--- src/rtl/serial_add_ctrl.sv ---
// rtl/serial_add_ctrl.sv - bit-serial add/sub sequencer driving an external 1-bit full-adder cell
module serial_add_ctrl #(
    parameter int WIDTH = 4
) (
    input  logic             clk,
    input  logic             rst_n,
    input  logic             start,
    input  logic             op,
    input  logic [WIDTH-1:0] a,
    input  logic [WIDTH-1:0] b,
    input  logic             cin,
    output logic             fa_a,
    output logic             fa_b,
    output logic             fa_ci,
    input  logic             fa_s,
    input  logic             fa_co,
    output logic             busy,
    output logic             done,
    output logic [WIDTH-1:0] sum,
    output logic             cout,
    output logic             ovf
);

    localparam int CW = $clog2(WIDTH);

    typedef enum logic [1:0] {
        S_IDLE = 2'd0,
        S_RUN  = 2'd1,
        S_DONE = 2'd2
    } state_t;

    state_t           state;
    state_t           state_nxt;
    logic [WIDTH-1:0] a_sh;
    logic [WIDTH-1:0] b_sh;
    logic [WIDTH-1:0] acc;
    logic             carry;
    logic [CW-1:0]    cnt;
    logic             last_bit;

    assign last_bit = (cnt == CW'(WIDTH - 1));

    always_ff @(posedge clk or negedge rst_n) begin
        if (!rst_n) begin
            state <= S_IDLE;
        end else begin
            state <= state_nxt;
        end
    end

    always_comb begin
        state_nxt = state;
        case (state)
            S_IDLE:  if (start) state_nxt = S_RUN;
            S_RUN:   if (last_bit) state_nxt = S_DONE;
            S_DONE:  state_nxt = S_IDLE;
            default: state_nxt = S_IDLE;
        endcase
    end

    // Subtraction is a + ~b + 1: invert B at capture and force the carry-in.
    always_ff @(posedge clk or negedge rst_n) begin
        if (!rst_n) begin
            a_sh  <= '0;
            b_sh  <= '0;
            acc   <= '0;
            carry <= 1'b0;
            cnt   <= '0;
            sum   <= '0;
            cout  <= 1'b0;
            ovf   <= 1'b0;
        end else begin
            case (state)
                S_IDLE: begin
                    if (start) begin
                        a_sh  <= a;
                        b_sh  <= op ? ~b : b;
                        carry <= op ? 1'b1 : cin;
                        cnt   <= '0;
                    end
                end
                S_RUN: begin
                    acc   <= {fa_s, acc[WIDTH-1:1]};
                    a_sh  <= {1'b0, a_sh[WIDTH-1:1]};
                    b_sh  <= {1'b0, b_sh[WIDTH-1:1]};
                    carry <= fa_co;
                    cnt   <= cnt + CW'(1);
                    // carry still holds the carry into the MSB on the final bit
                    if (last_bit) begin
                        sum  <= {fa_s, acc[WIDTH-1:1]};
                        cout <= fa_co;
                        ovf  <= fa_co ^ carry;
                    end
                end
                default: ;
            endcase
        end
    end

    assign fa_a  = a_sh[0];
    assign fa_b  = b_sh[0];
    assign fa_ci = carry;
    assign busy  = (state == S_RUN);
    assign done  = (state == S_DONE);

endmodule

--- config.mk ---
export PLATFORM = sky130hd
export DESIGN_NAME = serial_add_ctrl
export DESIGN_NICKNAME = d
export VERILOG_FILES = /design/src/rtl/serial_add_ctrl.sv
export SDC_FILE = /design/constraint.sdc
export NUM_CORES = 1
export LEC_CHECK = 0
export ABC_AREA = 1
export ABC_CLOCK_PERIOD_IN_PS = 1500
export CAP_MARGIN = 0
export CELL_PAD_IN_SITES_DETAIL_PLACEMENT = 1
export CELL_PAD_IN_SITES_GLOBAL_PLACEMENT = 1
export CORE_UTILIZATION = 37
export CTS_CLUSTER_DIAMETER = 150
export DETAILED_ROUTE_END_ITERATION = 10
export PLACE_DENSITY = 0.93
export SKIP_LAST_GASP = 1
export SLEW_MARGIN = 40
export SYNTH_ARGS = -nofsm -noshare
export SYNTH_HDL_FRONTEND = slang
export SYNTH_SLANG_ARGS = --single-unit
--- constraint.sdc ---
create_clock -name clk -period 1.5 [get_ports clk]
set_input_delay 0.3 -clock clk [delete_from_list [all_inputs] [get_ports clk]]
set_output_delay 0.3 -clock clk [all_outputs]
set_load 0.02 [all_outputs]
==> impl_metrics.env, run 1 <==
export IMPL_status="completed"
export IMPL_insertion_delay_ns=0.31
export IMPL_fmaxAchievable_mhz=724.8
export IMPL_finalCriticalPeriod_ns=1.380
export IMPL_grt_start_max_net_pins=23
export IMPL_cts_root_buf="clkbuf_4"
export IMPL_crit_type="flip-flop to primary output"
export IMPL_die_area_sq_um=2963
export IMPL_rr_endpoint="sum[0]"
export IMPL_place_area_sq_um=1335
export IMPL_vias=917
export IMPL_instances_no_fill=185
export IMPL_maxCapViolCount=0
export IMPL_syn_num_nets=136
export IMPL_drv_slew=0
export IMPL_ys_ff_latch=22
export IMPL_min_path_type="input port to asynchronous set/reset pin"
export IMPL_cpMaxStageDelayCell="dfrtp_1"
export IMPL_preCtsSetupSlack_ns=0.02772
export IMPL_die_h_microns=54.44
export IMPL_antenna_found_initial=0
export IMPL_cts_buffers=3
export IMPL_synth_area_sq_um=1017
export IMPL_rsz0062_at_grt="false"
export IMPL_gp_congestion=0.7934
export IMPL_area_growth_pct=33.58
export IMPL_grt_pass1_wl_microns=4236
export IMPL_vdd_ir_drop_worst_mv=0.8731
export IMPL_fin_area_sq_um=1359
export IMPL_first_pass_iters=4
export IMPL_cp_arrival_ns=1.08
export IMPL_fp_dieW_microns=54.44
export IMPL_diodes=0
export IMPL_place_inst=180
export IMPL_cp_max_fo=3
export IMPL_power_density_nw_per_um2=1889
export IMPL_worstPathCellList="dlygate4sd2_1"
export IMPL_htreeDepth=1
export IMPL_crit_family="flip-flops"
export IMPL_rr_startpoint="state[1]"
export IMPL_cts_tree="built"
export IMPL_cts_clk_slew_worst_paths_ns=0.12
export IMPL_detail_route_wl_per_cell_microns=14.10
export IMPL_crit_path_end_kind="primary output"
export IMPL_finalCritPeriodShare=0.9198
export IMPL_synth_distinct_cells=17
export IMPL_clock_path_buffers=2
export IMPL_ant_nets=0
export IMPL_drive_gt1_frac=0.1484
export IMPL_setup_ws_ns=0.1203
export IMPL_max_stage_delay_ns=0.44
export IMPL_slew_headroom=0.8056
export IMPL_syn_mean_instance_area_sq_um=8.477
export IMPL_dp_hpwl_microns=1856
export IMPL_reg2reg_depth=6
export IMPL_skew_ns=0.003932
export IMPL_power_w=0.002567
export IMPL_rows=18
export IMPL_start_util=0.3997
export IMPL_grt_usage=0.2049
export IMPL_regToRegSetupSlack_ns=0.24
export IMPL_synth_cells=120
export IMPL_grt_pass1_vias=916
export IMPL_dr_first_iter_drc_count=15
export IMPL_setup_violations_final=0
export IMPL_ioPinCount=26
export IMPL_hold_viol_final=0
export IMPL_drc_errors=0
export IMPL_io_buffers=25
export IMPL_vias_per_cell=4.957
export IMPL_yosysWarnings=0
export IMPL_synth_seq_area_share=0.5412
export IMPL_coreArea_sq_um=2545
export IMPL_cp_data_required_time_ns=1.20
export IMPL_crit_buf_inv=1
export IMPL_start_kind="flip-flop"
export IMPL_worstMarginPinSlew_ns=0.2916
export IMPL_leakage_nw=0.7119
export IMPL_clock_sinks=22
export IMPL_final_nets=172
export IMPL_drt_wl_total_microns=2609
export IMPL_globalRouteOverflowTotal=0
## flip-flops by register name, summed over array words and instances, names as in the netlist
name and cells:
a_sh 4, b_sh 4, sum 4, acc 3, cnt 2, state 2, cout 1, fa_ci 1
ovf 1
## worst max path at each step
stage                   from     to  cells past startpoint
global placement    state[1]   busy                      2
finish                 fa_ci  fa_ci                      1
detailed placement  state[1]   done                      3
global route        state[1]   done                      3
CTS                 state[1]   done                      3
floorplan           state[1]   done                      2
## cell type report
type	instances	area, sq um
well taps	30	37.54
multi-input cells	84	395.4
inverters	11	41.29
clock buffers	4	36.28
fillers	318	1186
repair buffers	34	296.5
flip-flops and latches	22	551.8
## cell usage in the layout, fill, tap and decap left out, drive strengths merged
| cell | n |
|---|---|
| nand2 | 44 |
| dfrtp | 22 |
| nand3 | 21 |
| clkdlybuf4s50 | 14 |
| inv | 11 |
| buf | 10 |
| dlygate4sd2 | 9 |
| o21ai | 8 |
| nor2 | 7 |
| clkbuf | 5 |
| xor2 | 2 |
| a21oi | 1 |
| ha | 1 |
## per-layer routing
| layer | up-vias | share of wire | global-route usage |
|---|---|---|---|
| li1 | 451 | - | - |
| met1 | 443 | 0.45 | 0.2688 |
| met2 | 18 | 0.52 | 0.3476 |
| met3 | 5 | 0.016 | 0.01667 |
| met4 | 0 | 0.016 | 0.07692 |
| met5 | - | 0 | 0 |
## Yosys cell counts (all sizes together)
master / number / area share
nand2: 44 / 0.17
dfrtp: 22 / 0.54
nand3: 21 / 0.10
inv: 11 / 0.041
o21ai: 8 / 0.043
nor2: 7 / 0.033
buf: 3 / 0.030
xor2: 2 / 0.017
a21oi: 1 / 0.0049
ha: 1 / 0.012
## cells by family (layout without fill, tap and decap cells)
family,Yosys count,in the layout,synth area share
xor gates and xnor gates,2,2,0.01722
buffers and inverters,14,49,0.07011
and+or+nand+nor,72,72,0.3112
adders and majority gates,1,1,0.01230
AOI/OAI and AO/OA,9,9,0.04796
DFF,22,22,0.5412
## what timing repair did
item                       in CTS  in global routing
cloned                          0                  0
setup endpoints to repair      11                  2
pin swaps                       0                  0
hold buffers                    0                  0
buffers inserted                1                  0
gates resized for setup        13                  4
## power by group
part	switching, W	internal (W)
sequential	0.000163	0.000848
combinational	0.000757	0.000472
clock	0.000179	0.000148
## through the flow
stage	TNS (ns)	hold slack [ns]	util
final	0	0.3258	0.5339
after global routing	0	0.3467	0.5339
after CTS	-0.03909	0.3241	0.5374
after detailed placement	0	0.4651	0.5246
after global placement	0	0.4618	0.5246
after floorplan	0	0.004409	-
Note: power is estimated with default switching activity, not from simulation.
==> run 2: changes to the inputs <==
--- a/config.mk
+++ b/config.mk
@@ -13,7 +13,9 @@
 export CORE_UTILIZATION = 37
 export CTS_CLUSTER_DIAMETER = 150
 export DETAILED_ROUTE_END_ITERATION = 10
+export GPL_TIMING_DRIVEN = 0
 export PLACE_DENSITY = 0.93
+export SKIP_CTS_REPAIR_TIMING = 1
 export SKIP_LAST_GASP = 1
 export SLEW_MARGIN = 40
 export SYNTH_ARGS = -nofsm -noshare
==> run 2 against run 1 <==
The run now ends with setup timing left. First-iteration DRC count stayed put. Count of clock-buffer cells in the layout decreased by 1. Die area unchanged. Routed wire length increased by 7.9%. Largest power group unchanged. Highest routed layer unchanged.
==> impl_metrics.env, run 2 (synthesis results as in run 1) <==
export IMPL_post_route_util=0.5556
export IMPL_crit_type="flip-flop to primary output"
export IMPL_grt_pass1_vias=937
export IMPL_top_regs="a_sh x4, b_sh x4, sum x4"
export IMPL_status="finished, violations left"
export IMPL_grt_usage=0.2103
export IMPL_clock_sinks=22
export IMPL_io_buffers=25
export IMPL_whs_ns=0.4601
export IMPL_maxCapViolCount=0
export IMPL_reg2reg_depth=5
export IMPL_layout_commonest_cell="nand2_1"
export IMPL_start_kind="flip-flop"
export IMPL_rsz0062_at_grt="true"
export IMPL_detail_route_wl_per_cell_microns=15.47
export IMPL_diodes=0
export IMPL_crit_path_end_kind="primary output"
export IMPL_drive_gt1_frac=0.1382
export IMPL_cp_arrival_ns=1.32
export IMPL_instances_no_fill=182
export IMPL_layout_common_cells="nand2_1, nand3_1, dfrtp_1"
export IMPL_final_nets=169
export IMPL_vias_per_cell=5.126
export IMPL_cts_tree="built"
export IMPL_cts_buffers=3
export IMPL_gp_congestion=0.8019
export IMPL_leakage_nw=0.8032
export IMPL_ioPinCount=26
export IMPL_drc_errors=0
export IMPL_fp_dieW_microns=54.44
export IMPL_insertion_delay_ns=0.32
export IMPL_worstMarginPinSlew_ns=0.5002
export IMPL_min_path_type="input port to asynchronous set/reset pin"
export IMPL_first_pass_iters=4
export IMPL_coreArea_sq_um=2545
export IMPL_cts_clk_slew_worst_paths_ns=0.13
export IMPL_cts_root_buf="clkbuf_4"
export IMPL_finalCritPeriodShare=1.080
export IMPL_grt_start_max_net_pins=23
export IMPL_clock_path_buffers=2
export IMPL_setup_ws_ns=-0.1206
export IMPL_slew_headroom=0.6665
export IMPL_vias=933
export IMPL_violations="setup timing"
export IMPL_drt_wl_total_microns=2815
export IMPL_dr_first_iter_drc_count=15
export IMPL_place_inst=175
export IMPL_grt_pass1_wl_microns=4305
export IMPL_ant_nets=0
export IMPL_rows=18
export IMPL_hold_viol_final=0
export IMPL_start_util=0.3997
export IMPL_area_growth_pct=38.99
export IMPL_drv_slew=0
export IMPL_die_h_microns=54.44
export IMPL_die_area_sq_um=2963
export IMPL_dp_hpwl_microns=1869
export IMPL_cp_data_required_time_ns=1.20
export IMPL_globalRouteOverflowTotal=0
export IMPL_setup_violations_final=1
export IMPL_vdd_ir_drop_worst_mv=1.009
export IMPL_finalCriticalPeriod_ns=1.621
export IMPL_cp_max_fo=10
export IMPL_power_density_nw_per_um2=2031
export IMPL_antenna_found_initial=0
export IMPL_skew_ns=0.001427
export IMPL_htreeDepth=1
export IMPL_fmaxAchievable_mhz=617.0
export IMPL_power_w=0.002871
run 2: cell types whose count changed in the layout (fill, tap and decap cells not counted):
cell and delta:
nor2_1 -1, clkbuf_2 -1, dlygate4sd2_1 -9, buf_4 -6, buf_6 +3, bufinv_16 +1
dlymetal6s2s_1 +10, dlygate4sd3_1 +1, clkdlybuf4s50_1 -1, nor2_4 +1, clkbuf_8 -1, dfrtp_1 -1
dfrtp_2 +1
run 2: worst max-delay path, cell delays in order, from the launching register on:
cell and delay, ns:
dfrtp_2 0.47, nor2_4 0.15, buf_6 0.15, dlymetal6s2s_1 0.23
run 2: path summary, 6_finish.rpt:
check	start	end	slack (ns)
min in group clk	cnt[0]	cnt[0]	0.49
setup reg to reg	state[1]	b_sh[1]	0.23
hold / removal	rst_n	acc[2]	0.46
hold reg to reg	cnt[0]	cnt[0]	0.49
max in group asynchronous	rst_n	state[0]	0.68
setup / recovery	state[1]	busy	-0.12
run 2: power breakdown:
part           switching, W  internal (W)  leakage, nW
sequential         0.000163      0.000851        0.275
clock              0.000200      0.000271       0.0279
combinational      0.000818      0.000569        0.500
run 2: through the flow:
| stage | cell area [sq um] | TNS [ns] | setup WS [ns] |
|---|---|---|---|
| after floorplan | 1017 | 0 | 0.4330 |
| after global placement | 1305 | -0.4472 | -0.2013 |
| after detailed placement | 1300 | -0.2879 | -0.2402 |
| after CTS | 1353 | -2.057 | -0.6111 |
| after global routing | 1414 | -0.2091 | -0.2091 |
| final | 1414 | -0.1206 | -0.1206 |
run 2: layer usage:
metal / wire length [microns] / GRT usage / share of wire
met1: 1186 / 0.2474 / 0.42
met2: 1505 / 0.3821 / 0.53
met3: 60 / 0.02500 / 0.021
met4: 63 / 0.08547 / 0.022
met5: 0 / 0 / 0
run 2: area by class of cell:
| type | count | area [sq um] |
|---|---|---|
| plain buffers | 3 | 30.03 |
| clock buffers | 3 | 22.52 |
| clock inverters | 1 | 30.03 |
| fillers | 312 | 1131 |
| inverters | 11 | 41.29 |
| multi-input cells | 84 | 402.9 |
| flip-flops and latches | 22 | 553.0 |
| well taps | 30 | 37.54 |
| repair buffers | 28 | 296.5 |
